$ cat config.mk
export PLATFORM = sky130hd
export DESIGN_NAME = imem_prefetch_queue
export DESIGN_NICKNAME = d
export VERILOG_FILES = /design/src/rtl/imem_prefetch_queue.sv
export SDC_FILE = /design/constraint.sdc
export NUM_CORES = 1
export LEC_CHECK = 0
export BUFFER_PORTS_ARGS = -buffer_cell sky130_fd_sc_hd__buf_4
export CORE_MARGIN = 3
export CORE_UTILIZATION = 57
export DETAILED_ROUTE_END_ITERATION = 16
export GPL_TIMING_DRIVEN = 0
export PLACE_DENSITY = 0.86
export SLEW_MARGIN = 25
export SYNTH_ARGS = -nofsm -noshare
export SYNTH_HDL_FRONTEND = slang
export SYNTH_SLANG_ARGS = --single-unit
$ cat constraint.sdc
create_clock -name clk -period 8.75 [get_ports clk]
set_input_delay 0.4375 -clock clk [delete_from_list [all_inputs] [get_ports clk]]
set_output_delay 0.4375 -clock clk [all_outputs]
set_load 0.01 [all_outputs]
$ cat src/rtl/imem_prefetch_queue.sv
// Instruction prefetch queue: fetches sequential words ahead of the fetch
// stage into a small circular FIFO and restarts at a branch target on redirect.
// A redirect that arrives while a memory request is still open waits in
// DISCARD for that request to finish, so the memory handshake is never broken.
module imem_prefetch_queue #(
  parameter logic [31:0] RESET_PC = 32'h0000_0000,
  parameter int unsigned DEPTH    = 4
) (
  input  logic        clk,
  input  logic        reset,
  input  logic        redirect,
  input  logic [31:0] redirect_pc,
  input  logic        deq,
  output logic        instr_valid,
  output logic [31:0] instr_out,
  output logic [31:0] instr_pc,
  output logic        mem_req,
  output logic [31:0] mem_addr,
  input  logic        mem_ack,
  input  logic [31:0] mem_rdata
);

  localparam int unsigned PTR_W = (DEPTH > 1) ? $clog2(DEPTH) : 1;
  localparam int unsigned CNT_W = $clog2(DEPTH + 1);
  localparam logic [CNT_W-1:0] FULL_CNT = CNT_W'(DEPTH);
  localparam logic [PTR_W-1:0] PTR_ONE  = PTR_W'(1);

  typedef enum logic {
    S_FILL    = 1'b0,
    S_DISCARD = 1'b1
  } state_e;

  state_e             state_q, state_d;
  logic [31:0]        next_pc_q, next_pc_d;
  logic [31:0]        pend_pc_q, pend_pc_d;
  logic               outstanding_q, outstanding_d;
  logic [PTR_W-1:0]   rd_ptr_q, rd_ptr_d;
  logic [PTR_W-1:0]   wr_ptr_q, wr_ptr_d;
  logic [CNT_W-1:0]   count_q, count_d;
  logic [31:0]        pc_mem_q    [DEPTH];
  logic [31:0]        pc_mem_d    [DEPTH];
  logic [31:0]        instr_mem_q [DEPTH];
  logic [31:0]        instr_mem_d [DEPTH];

  logic               fire_c;
  logic               enq_c;
  logic               pop_c;
  logic [31:0]        target_c;

  // Head of the FIFO is presented straight from storage.
  assign instr_valid = (count_q != '0);
  assign instr_out   = instr_mem_q[rd_ptr_q];
  assign instr_pc    = pc_mem_q[rd_ptr_q];

  // Memory request: held in DISCARD until the stale ack, otherwise whenever
  // there is room or a request is already open (keeps the handshake stable).
  always_comb begin
    mem_req  = (state_q == S_DISCARD) || (count_q != FULL_CNT) || outstanding_q;
    mem_addr = next_pc_q;
    fire_c   = mem_req & mem_ack;
    target_c = redirect_pc & 32'hFFFF_FFFC;
  end

  // Next-state, pointer, count and storage update.
  always_comb begin
    state_d       = state_q;
    next_pc_d     = next_pc_q;
    pend_pc_d     = pend_pc_q;
    rd_ptr_d      = rd_ptr_q;
    wr_ptr_d      = wr_ptr_q;
    count_d       = count_q;
    outstanding_d = mem_req & ~mem_ack;
    enq_c         = 1'b0;
    pop_c         = 1'b0;
    pc_mem_d      = pc_mem_q;
    instr_mem_d   = instr_mem_q;

    if (redirect) begin
      // Flush; an open request that is not finishing now must be drained.
      rd_ptr_d  = '0;
      wr_ptr_d  = '0;
      count_d   = '0;
      pend_pc_d = target_c;
      if (mem_req && !mem_ack) begin
        state_d = S_DISCARD;
      end else begin
        state_d   = S_FILL;
        next_pc_d = target_c;
      end
    end else if (state_q == S_DISCARD) begin
      // Drop the stale data and restart at the newest pending target.
      if (mem_ack) begin
        state_d   = S_FILL;
        next_pc_d = pend_pc_q;
      end
    end else begin
      enq_c = fire_c;
      pop_c = deq && (count_q != '0);
      if (enq_c) begin
        wr_ptr_d  = wr_ptr_q + PTR_ONE;
        next_pc_d = next_pc_q + 32'd4;
      end
      if (pop_c) begin
        rd_ptr_d = rd_ptr_q + PTR_ONE;
      end
      count_d = count_q + CNT_W'(enq_c) - CNT_W'(pop_c);
    end

    if (enq_c) begin
      pc_mem_d[wr_ptr_q]    = next_pc_q;
      instr_mem_d[wr_ptr_q] = mem_rdata;
    end
  end

  // State and storage registers with synchronous active-low reset.
  always_ff @(posedge clk) begin
    if (!reset) begin
      state_q       <= S_FILL;
      next_pc_q     <= RESET_PC;
      pend_pc_q     <= RESET_PC;
      outstanding_q <= 1'b0;
      rd_ptr_q      <= '0;
      wr_ptr_q      <= '0;
      count_q       <= '0;
      for (int i = 0; i < int'(DEPTH); i++) begin
        pc_mem_q[i]    <= '0;
        instr_mem_q[i] <= '0;
      end
    end else begin
      state_q       <= state_d;
      next_pc_q     <= next_pc_d;
      pend_pc_q     <= pend_pc_d;
      outstanding_q <= outstanding_d;
      rd_ptr_q      <= rd_ptr_d;
      wr_ptr_q      <= wr_ptr_d;
      count_q       <= count_d;
      pc_mem_q      <= pc_mem_d;
      instr_mem_q   <= instr_mem_d;
    end
  end

endmodule

# Word-level counts from Yosys, hierarchy flattened
# Cells that the tools add are included.
[word_totals]
ramBits = 0
latch_bits = 0
mem_bits_ro = 0
in_bits = 69
memories = 0
reg_bits = 327
wordCells = 66
out_inout_bits = 98
[classes]
div = 0
order_cmp = 3
multipliers = 0
mux = 21
add_sub_neg = 5
shift = 0
n_reduce_logical = 12
bitwise_logic = 7
eq_ne = 3
[op_table]
columns = ["operator", "n"]
rows = [
  ["32-bit 2-to-1 mux", 10],
  ["128-bit bitwise mux", 2],
  ["32-bit binary-select mux with 2-bit select", 2],
  ["32-bit demux with 2-bit select", 1],
  ["32-bit by 3-bit adder with 32-bit output (second input constant)", 1],
  ["3-bit >= comparator (second input constant)", 2],
  ["1-bit 2-to-1 mux", 6],
  ["3-bit != test (second input constant)", 2],
  ["2-bit inverter with 3-bit output", 2],
  ["3-bit nonzero test", 2],
  ["2-bit by 1-bit adder with 2-bit output (second input constant)", 2],
  ["2-bit AND reduction", 2],
  ["3-bit by 1-bit adder with 3-bit output", 1],
  ["1-bit logical AND", 3],
  ["3-bit by 1-bit < comparator with 1-bit output (second input constant)", 1],
  ["1-bit inverter", 3],
  ["3-bit AND reduction", 1],
  ["3-bit by 1-bit subtractor with 3-bit output", 1],
  ["1-bit bitwise AND", 2],
  ["1-bit logical OR", 2],
  ["2-bit != test (second input constant)", 1],
  ["2-bit OR reduction", 1],
  ["1-bit logical NOT", 1],
]

# Depth between registers and ports, before layout
# Gate-level depths: netlist (run 1).
[logic_depth]
depth_word = 7
mapped_depth = 12
mapped_depth_nobuf = 10

# Worst setup path after synthesis (run 1)
# No wires, ideal clock.
[synth_path]
path_type = "reg-to-reg"
from = "register state_q"
to = "register count_q[2]"
path_stages_with_launch = 13
n_path_buf = 2
t_arrival_ns = 2.804
required_ns = 8.677
synth_period_minus_slack_ns = 2.877
setup_time_ns = 0.073
path_slack_ns = 5.873
path_cell_list = "dfxtp_1 buf_6 or4b_4 o21ai_0 buf_4 ha_1 inv_1 ha_1 inv_1 fa_1 xnor2_1 or3_1 a21oi_1"
[synth_between]
elab_chain_cells = 5
[synth_lines]
columns = ["item", "line", "source"]
rows = [
  ["start, declared", "33", "state_e state_q, state_d;"],
  ["start signal, assigned", "130", "state_q <= state_d;"],
  ["1-bit logical OR (2 in a row)", "58", "mem_req = (state_q == S_DISCARD) || (count_q != FULL_CNT) || outstanding_q;"],
  ["1-bit bitwise AND", "60", "fire_c = mem_req & mem_ack;"],
  ["3-bit by 1-bit adder with 3-bit output", "106", "count_d = count_q + CNT_W'(enq_c) - CNT_W'(pop_c);"],
  ["3-bit by 1-bit subtractor with 3-bit output", "106", ""],
  ["end signal, assigned", "136", "count_q <= count_d;"],
  ["end, declared", "39", "logic [CNT_W-1:0] count_q, count_d;"],
]
# Parallel ways exist; a longest one is shown, timed or not.
# A chain may end at the register's enable or synchronous reset.

# Worst setup path in the final report (run 1)
[layout_path]
from = "register rd_ptr_q[1]"
to = "output instr_out[30]"
[layout_between]
elab_chain_cells = 4
[layout_lines]
columns = ["item", "line", "source"]
rows = [
  ["start, declared", "37", "logic [PTR_W-1:0] rd_ptr_q, rd_ptr_d;"],
  ["start signal, assigned", "134", "rd_ptr_q <= rd_ptr_d;"],
  ["2-bit inverter with 3-bit output (not written as such)", "52", "assign instr_out = instr_mem_q[rd_ptr_q];"],
  ["32-bit binary-select mux with 2-bit select", "52", ""],
  ["32-bit 2-to-1 mux (not written as such) (2 in a row)", "52", ""],
  ["end, declared", "15", "output logic [31:0] instr_out,"],
]
# Every way passes these cells. The select of a mux whose other input is x is not followed.

==> key figures, run 1 <==
Run status
  – Outcome: finished clean

Layout
  – Share of cells above drive strength 1: 18.0%
  – Post-layout util: 69.9%
  – Ant. Diodes: 0
  – P&R area growth vs syn: 20.2%
  – Post-layout nets: 1913
  – Finished Cell Area: 16500 sq um
  – Most frequent cells in the layout: nand2_1 (547), dfxtp_1 (317), a21oi_1 (287)
  – Most common cell after layout, fill and taps aside: nand2_1

Worst setup path
  – Setup CP Type: reg -> out
  – Setup crit start kind: register
  – Worst EP arrival: 3.28 ns
  – CP Capture Type: primary output
  – CP Max Fanout: 10
  – Worst Path Required: 8.31 ns

Timing
  – Setup TNS: 0 ns
  – Slew @ Worst Pin: 1.08 ns
  – Final setup viols: 0
  – Final Hold Viols: 0
  – Max Slew Vio Count: 0
  – Minimum clock period: 3.71 ns
  – Final setup skew: 0.0151 ns
  – Period utilization: 42.5%
  – Unrepaired setup endpoints after global routing: no
  – Slew headroom: 27.5%
  – Worst hold slack: 0.168 ns
  – Fmax achieved: 269 MHz

Route
  – Via density per instance: 6.12
  – Pre-antenna DRT Iters: 8
  – DRC viols: 0
  – Iter 0 DRT Violations: 1607
  – Wire length per cell: 19.6 microns
  – Vias: 13300
  – WL final: 42800 microns
  – ANT nets after route: 0

Place
  – Placer Congestion: 0.942
  – Placement Cell Area: 15300 sq um
  – Port buffer count: 160
  – DP Wirelength: 29400 microns

CTS
  – Number of CTS-inserted buffers: 34
  – Clk Latency, worst-skew pair: 0.53 ns
  – H-tree levels: 2
  – Post_cts resized: 0
  – CTS root buf: clkbuf_16
  – Worst-case clock buffer depth: 3
  – Clk slew on worst S/H paths: 0.06 ns
  – Hold_buf cts: 0
  – Num Clock Sinks: 317
  – CTS tree: yes
  – Post-CTS Setup Inserts: 0

Power and ir drop
  – Max rail drop VDD: 0.000150 V
  – Total power: 3.26 mW
  – Leakage: 5.80 nW
  – Power per cell area: 198 nW/um^2

Die
  – Initial Util: 58.2%
  – Die area: 25900 sq um
  – Ports: 167
  – DIE HEIGHT: 161 microns
  – Die width: 161 microns
  – CORE AREA: 23500 sq um
  – Std-Cell Rows: 56

GRT
  – Antenna violations before repair: 0
  – GRT overflow: 0
  – Number of global-route vias before repair: 13000
  – Met3 usage: 5.18%
  – Grt met1 use: 40.5%
  – Global routing's busiest layer: met2
  – Global-route wire length before repair: 66400 microns
  – Largest net degree at the start of global routing: 14
  – Met2 Usage GRT: 52.9%
  – Global Route Usage Sum: 31.7%

Synth
  – Top_reg_cell synth: dfxtp_1
  – Yosys warnings: 0
  – Flops & latches, synth: 317
  – Mapped cell area: 13700 sq um
  – Netlist cell types: 64
  – Post-Syn Instances: 1637
  – Asr flop ratio synth: 0%
  – Post-synthesis sequential area ratio: 46.4%
  – Syn Area/Cell: 8.36 sq um
  – EDFF count, synth: 0

Min path
  – Hold Path Class: in -> reg

Flow run
  – Max cap viols: 0
logic make-up after synthesis:
family / after synthesis / share of synthesized area, %
AND/OR/NAND/NOR: 659 / 19.3
buffers and inverters: 172 / 5.25
flip-flops: 317 / 46.4
AO/OA/AOI/OAI: 378 / 15.2
multiplexers: 91 / 12.3
adder cells (fa/ha/maj): 8 / 0.786
XOR/XNOR: 11 / 0.704
other: 1 / 0.0274
path summary, 6_finish.rpt:
kind / from / to / slack (ns) / cells past startpoint
setup reg to reg: state_q / count_q[2] / 5.47 / 12
setup / recovery: rd_ptr_q[1] / instr_out[30] / 5.04 / 5
hold reg to reg: instr_mem_q[50] / instr_mem_q[50] / 0.45 / 2
hold / removal: redirect_pc[6] / pend_pc_q[6] / 0.17 / 3
critical path, stage by stage (launching register included):
cell and delay, ns:
dfxtp_1 0.31, clkbuf_1 0.59, clkbuf_1 0.60, clkbuf_1 0.62
mux4_2 0.46, buf_4 0.17
metrics by stage:
| stage | cells | setup slack, ns |
|---|---|---|
| 2_1_floorplan | 1640 | 5.87 |
| 3_3_place_gp | 2119 | 5.62 |
| 3_5_place_dp | 2119 | 5.58 |
| 4_1_cts | 2179 | 5.07 |
| 5_1_grt | 2179 | 4.88 |
| 6_report | 2179 | 5.04 |
cell type report:
type	instances	area, sq um
Timing Repair Buffer	160	1200
Tap cell	319	399
Clock inverter	11	154
Inverter	18	67.6
Sequential cell	317	6350
Clock buffer	49	977
Fill cell	1786	7090
Buffer	154	652
Multi-Input combinational cell	1151	6660
sequential cells by signal (all words and copies together), names as in the netlist:
signal         cells
count_q            3
instr_mem_q      128
mem_addr          30
outstanding_q      1
pc_mem_q         120
pend_pc_q         30
rd_ptr_q           2
state_q            1
wr_ptr_q           2
cell usage after synthesis, types with 10 or more instances:
library cell	instances	area (sq um)
a21oi_1	287	1440
buf_1	14	52.6
buf_2	37	185
clkbuf_1	96	360
dfxtp_1	317	6350
inv_1	17	63.8
mux2i_1	29	290
mux4_2	62	1400
nand2_1	547	2050
nand3_1	10	50.1
nand4_1	12	75.1
nor2_1	46	173
nor3_1	11	55.1
o21ai_0	31	155
where the power goes:
group / leakage [nW] / total [mW] / switching [mW] / internal (mW)
logic: 2.69 / 0.296 / 0.184 / 0.112
registers: 2.57 / 1.50 / 0.0234 / 1.48
clock network: 0.549 / 1.46 / 0.592 / 0.870
total: 5.80 / 3.26 / 0.800 / 2.46
layer usage:
metal / part of all wire (%) / wire length [microns]
met1: 36 / 15500
met2: 48 / 20600
met5: 0 / 0
met3: 11 / 4760
met4: 4.5 / 1920
Power figures use the tool's default switching activity.
==> inputs of run 2 (changes only) <==
ABC_AREA = 1   (was not set)
CORE_UTILIZATION = 53   (was 57)
PLACE_DENSITY = 0.84   (was 0.86)
clock period = 3.2 ns   (was 8.75 ns; I/O delays follow)
==> key figures, run 2 <==
Layout
  – Final std cells w/o fill: 2672
  – Largest reg by FF count: instr_mem_q
  – Most frequent cells in the layout: nor2_1 (403), a21oi_1 (334), dfxtp_1 (317)
  – Ant. Diodes: 0
  – Largest registers: instr_mem_q x128, pc_mem_q x120
  – Post-layout util: 67.1%
  – P&R area growth vs syn: 24.0%
  – Max reg flops: 128
  – Share of cells above drive strength 1: 11.7%
  – Layout fillers: 2161
  – Post-layout nets: 2389
  – Most common cell after layout, fill and taps aside: nor2_1

Timing
  – Max Slew Vio Count: 0
  – Final setup skew: 0.0142 ns
  – Slew @ Worst Pin: 0.691 ns
  – Setup TNS: 0 ns
  – Fmax achieved: 313 MHz
  – Final setup viols: 0
  – Unrepaired setup endpoints after global routing: no
  – Minimum clock period: 3.19 ns
  – Slew headroom: 53.9%
  – Final Hold Viols: 0
  – Period utilization: 99.7%

Place
  – Placer Congestion: 0.972
  – Port buffer count: 159
  – DP Wirelength: 35000 microns
  – DP Cell Count: 2549

Synth
  – Top cells by count, synth: nor2_1 (403), a21oi_1 (334), dfxtp_1 (317)
  – Netlist cell types: 30
  – Post-Syn Instances: 2052
  – EDFF count, synth: 0
  – Mapped cell area: 14200 sq um
  – Count leader, synth: nor2_1
  – Top_reg_cell synth: dfxtp_1
  – Syn Area/Cell: 6.91 sq um
  – Leading area contributor after synthesis: dfxtp_1
  – Flops & latches, synth: 317
  – Post-synthesis sequential area ratio: 44.7%
  – Asr flop ratio synth: 0%
  – Synth top area share: 44.7%
  – Top cells by area, synth: dfxtp_1 (45%), a21oi_1 (12%), nor2_1 (11%)
  – Yosys warnings: 0

CTS
  – Worst-case clock buffer depth: 3
  – Number of CTS-inserted buffers: 34
  – CTS tree: yes
  – CTS root buf: clkbuf_16
  – Num Clock Sinks: 317
  – Clk slew on worst S/H paths: 0.06 ns
  – H-tree levels: 2
  – Clk Latency, worst-skew pair: 0.53 ns
  – Post-CTS Setup Inserts: 0

GRT
  – Global-route wire length before repair: 80200 microns
  – GRT overflow: 0
  – Antenna violations before repair: 1
  – Largest net degree at the start of global routing: 14
  – Global Route Usage Sum: 34.3%
  – Number of global-route vias before repair: 15100

Worst setup path
  – CP endpoint: instr_pc[28]
  – Worst path slowest cell: dfxtp_1
  – Worst r2r path cells: 9
  – Reg-to-reg endpoint: mem_addr[22]
  – CP peak stage delay: 0.53 ns
  – Setup crit start kind: register
  – Crit. Startpoint: rd_ptr_q[0]
  – CP Capture Type: primary output
  – Worst R2R Setup Slack: 0.88 ns
  – Levels on crit path: 6
  – Worst Path Required: 3.04 ns
  – CP Buf/Inv Count: 4
  – Crit-path cells: clkinv_2, clkbuf_1, clkbuf_1, nor2_1, o22ai_1, buf_4
  – RR Startpoint: mem_addr[3]
  – CP Max Fanout: 10
  – Worst EP arrival: 3.03 ns
  – Setup CP Type: reg -> out
  – Most frequent CP cell: clkbuf_1
  – CP top delay family: buffers and inverters

Flow run
  – Max cap viols: 0

Route
  – Vias: 16400
  – Via density per instance: 6.14
  – Pre-antenna DRT Iters: 6
  – ANT nets after route: 0
  – DRC viols: 0
  – WL final: 51600 microns
  – Iter 0 DRT Violations: 2336
  – Wire length per cell: 19.3 microns

Power and ir drop
  – Power per cell area: 535 nW/um^2
  – Leakage: 6.79 nW
  – Max rail drop VDD: 0.000396 V

Die
  – DIE HEIGHT: 170 microns
  – Die width: 170 microns
  – Initial Util: 54.1%
  – Die area: 28800 sq um
  – Std-Cell Rows: 59
  – Ports: 167
  – CORE AREA: 26200 sq um

Min path
  – Hold Path Class: in -> reg

Run status
  – Outcome: finished clean
-- run 2: changes by cell type in the layout (fill, tap and decap cells not counted), moves of 58 or more --
cell           before  now
dlygate4sd3_1       0   63
nand3_1            10  196
nor2_1             46  403
o22ai_1             6   64
o21ai_0            31  196
mux4_2             62    0
nand2_1           547  264
-- run 2: per-layer routing --
metal	global-route usage (%)	wire [microns]	up-vias
li1	-	-	7381
met5	0	9	-
met1	45.6	19400	7443
met3	8.62	7110	250
met4	14.7	2560	2
met2	53.4	22500	1324
-- run 2: area by class of cell --
cell class / count / area, sq um / area share (%)
multi-input combinational: 1491 / 6830 / 38.8
sequential: 317 / 6350 / 36.1
timing repair buffer: 222 / 1820 / 10.4
clock buffer: 55 / 1090 / 6.21
buffer: 169 / 734 / 4.17
tap: 335 / 419 / 2.38
inverter: 77 / 290 / 1.65
clock inverter: 6 / 61.3 / 0.348
-- run 2: stage by stage --
stage | worst slack (ns) | area, sq um | hold slack (ns) | total power, mW
2_1_floorplan | 1.20 | 14200 | 0.251 | 4.80
3_3_place_gp | 0.493 | 15800 | 0.377 | 5.29
3_5_place_dp | 0.482 | 15800 | 0.376 | 5.32
4_1_cts | 0.143 | 17600 | 0.0366 | 9.34
5_1_grt | 0.0223 | 17600 | 0.0661 | 9.65
6_report | 0.00977 | 17600 | 0.0488 | 9.42
-- run 2: cell families (layout without fill, tap and decap cells) --
family	Yosys count	count (layout)	share of synthesized area [%]
adders and majority gates	8	8	0.758
DFF	317	317	44.7
AOI/OAI and AO/OA	605	605	22.1
and+or+nand+nor	871	871	25.0
buffers and inverters	247	529	7.23
other	1	4	0.0264
xor gates and xnor gates	3	3	0.185
-- run 2: worst register-to-register path, cell delays in order, from the launching register on --
cell     delay (ns)
dfxtp_1        0.64
ha_1           0.31
nand2_1        0.07
nor2_1         0.16
nand2_1        0.15
nor2_1         0.46
nand3_1        0.14
nand3_1        0.12
nand2_1        0.07
a21oi_1        0.14
-- run 2: worst min-delay path by stage --
stage / start / to / slack [ns] / depth (start not counted)
6_report: deq / rd_ptr_q[0] / 0.05 / 5
4_1_cts: deq / rd_ptr_q[0] / 0.04 / 5
3_5_place_dp: mem_ack / outstanding_q / 0.38 / 2
5_1_grt: deq / rd_ptr_q[0] / 0.07 / 5
2_1_floorplan: mem_ack / outstanding_q / 0.25 / 1
3_3_place_gp: mem_ack / outstanding_q / 0.38 / 2
-- run 2: timing repair --
action,in CTS,in global routing
endpoints found under the hold margin,188,0
resized for setup,1,2
setup endpoints to repair,26,2
hold buffers,63,0
-- run 2: power breakdown --
group | internal (mW) | switching, mW | total [mW]
Clock | 2.42 | 1.63 | 4.06
Sequential | 4.05 | 0.109 | 4.16
Combinational | 0.429 | 0.766 | 1.19
Total | 6.91 | 2.51 | 9.42
==> inputs of run 3 (changes only) <==
CELL_PAD_IN_SITES_DETAIL_PLACEMENT = 1   (was not set)
CELL_PAD_IN_SITES_GLOBAL_PLACEMENT = 2   (was not set)
CORE_UTILIZATION = 29   (was 53)
PLACE_DENSITY = 0.83   (was 0.84)
==> key figures, run 3 (same netlist as run 2, synthesis figures left out) <==
Run status
  – Outcome: finished clean

Layout
  – Post-layout nets: 2393
  – Largest reg by FF count: instr_mem_q
  – Most frequent cells in the layout: nor2_1 (403), a21oi_1 (334), dfxtp_1 (316)
  – P&R area growth vs syn: 27.3%
  – Finished Cell Area: 18100 sq um
  – Layout fillers: 6036
  – Largest registers: instr_mem_q x128, pc_mem_q x120
  – Most common cell after layout, fill and taps aside: nor2_1
  – Share of cells above drive strength 1: 11.8%
  – Max reg flops: 128
  – Post-layout util: 37.6%

Route
  – Wire length per cell: 20.5 microns
  – DRC viols: 0
  – Iter 0 DRT Violations: 988
  – ANT nets after route: 0
  – Via density per instance: 5.27
  – WL final: 60500 microns
  – Pre-antenna DRT Iters: 5
  – Vias: 15600

Place
  – Setup WS pre-CTS: 0.322 ns
  – Placer Congestion: 0.907
  – Port buffer count: 159
  – DP Wirelength: 43500 microns
  – Placement Cell Area: 16200 sq um

CTS
  – CTS tree: yes
  – Clk Latency, worst-skew pair: 0.56 ns
  – Clk slew on worst S/H paths: 0.05 ns
  – H-tree levels: 2
  – Worst-case clock buffer depth: 3
  – Num Clock Sinks: 317
  – Number of CTS-inserted buffers: 38
  – CTS root buf: clkbuf_16

Worst setup path
  – Setup CP Type: reg -> out
  – Most frequent CP cell: clkbuf_1
  – CP Capture Type: primary output
  – Crit-path cells: clkbuf_1, clkinv_2, clkbuf_1, o21ai_0, o22ai_1, buf_4
  – CP top delay family: buffers and inverters
  – Worst EP arrival: 2.79 ns
  – Setup crit start kind: register
  – CP peak stage delay: 0.57 ns
  – Worst Path Required: 3.04 ns
  – Worst path slowest cell: clkbuf_1
  – CP Buf/Inv Count: 4
  – CP Max Fanout: 10

Timing
  – Max Slew Vio Count: 0
  – Slew headroom: 47.2%
  – Setup WS post-layout: 0.253 ns
  – Final setup skew: 0.0183 ns
  – Setup TNS: 0 ns
  – Minimum clock period: 2.95 ns
  – Period utilization: 92.1%
  – Unrepaired setup endpoints after global routing: no
  – Final Hold Viols: 0
  – Slew @ Worst Pin: 0.792 ns
  – Fmax achieved: 339 MHz
  – Final setup viols: 0

GRT
  – Global Route Usage Sum: 23.2%
  – Antenna violations before repair: 1
  – Number of global-route vias before repair: 16000
  – Largest net degree at the start of global routing: 12
  – Global-route wire length before repair: 93100 microns
  – GRT overflow: 0

Die
  – Initial Util: 29.5%
  – Std-Cell Rows: 80
  – Die area: 51600 sq um
  – CORE AREA: 48000 sq um
  – Ports: 167
  – DIE HEIGHT: 227 microns
  – Die width: 227 microns

Power and ir drop
  – Max rail drop VDD: 0.000280 V
  – Psw: 2.64 mW
  – Leakage: 6.84 nW
  – Switching part of the total power: 26.9%
  – Power per cell area: 544 nW/um^2
  – Int Pwr: 7.17 mW
  – Gate power share: 12.3%
  – Seq pwr share: 42.4%
  – Clock power frac: 45.3%

Flow run
  – Max cap viols: 0

Min path
  – Hold Path Class: in -> reg
==> run 3: cell types whose count changed in the layout (fill, tap and decap cells not counted), moves of 2 or more <==
cell	change
clkbuf_1	+3
clkbuf_2	+2
bufinv_16	+2
clkbuf_16	+2
clkinv_2	-2
==> run 3: layout make-up <==
type / count / area, sq um / area share [%]
multi-input cells: 1491 / 6830 / 37.8
plain buffers: 169 / 737 / 4.08
flip-flops and latches: 317 / 6350 / 35.2
repair buffers: 222 / 1820 / 10.1
clock inverters: 5 / 104 / 0.575
inverters: 77 / 294 / 1.63
diodes: 1 / 2.50 / 0.0139
clock buffers: 61 / 1150 / 6.36
well taps: 615 / 769 / 4.26
==> run 3: metal layers <==
layer	GRT usage [%]	vias to the layer above	share of wire, %
li1	-	7397	-
met1	30.3	7681	44
met2	39.5	399	48
met3	3.22	103	4.8
met4	8.08	0	3.1
met5	0	-	0
==> run 3: final timing paths <==
check / from / endpoint / slack [ns] / cells past startpoint
worst max-delay path: rd_ptr_q[1] / instr_pc[21] / 0.25 / 6
worst min-delay path: deq / rd_ptr_q[0] / 0.04 / 5
worst max register to register: mem_addr[3] / mem_addr[26] / 0.64 / 9
worst min register to register: instr_mem_q[71] / instr_mem_q[71] / 0.46 / 2
==> run 3: what timing repair did <==
action,4_1_cts,5_1_grt
gates resized for setup,3,4
setup buffers,0,0
endpoints found under the setup margin,53,14
hold endpoints to repair,192,0
hold buffers,63,0
==> run 3: through the flow <==
stage          power [mW]  hold slack [ns]  std cells
3_5_place_dp         5.39            0.406       2829
2_1_floorplan        4.80            0.251       2055
3_3_place_gp         5.36            0.397       2829
4_1_cts              9.90           0.0379       2957
5_1_grt              10.2           0.0472       2958
6_report             9.81           0.0382       2958
==> run 3: worst register-to-register path, cell delays in order, from the launching register on <==
cell     delay [ns]
dfxtp_1        0.66
ha_1           0.33
nand2_1        0.07
nor2_1         0.23
nand2_1        0.18
nor2_1         0.54
nand3_1        0.15
nand3_1        0.15
nand2_1        0.07
a21oi_1        0.13
==> run 3: power groups by stage <==
stage                     Sequential, mW  Clock, mW  Combinational, mW
after floorplan                     4.22          0              0.578
after detailed placement            4.24          0               1.15
after CTS                           4.16       4.54               1.21
after global routing                4.17       4.69               1.32
final                               4.16       4.45               1.21
after global placement              4.24          0               1.13
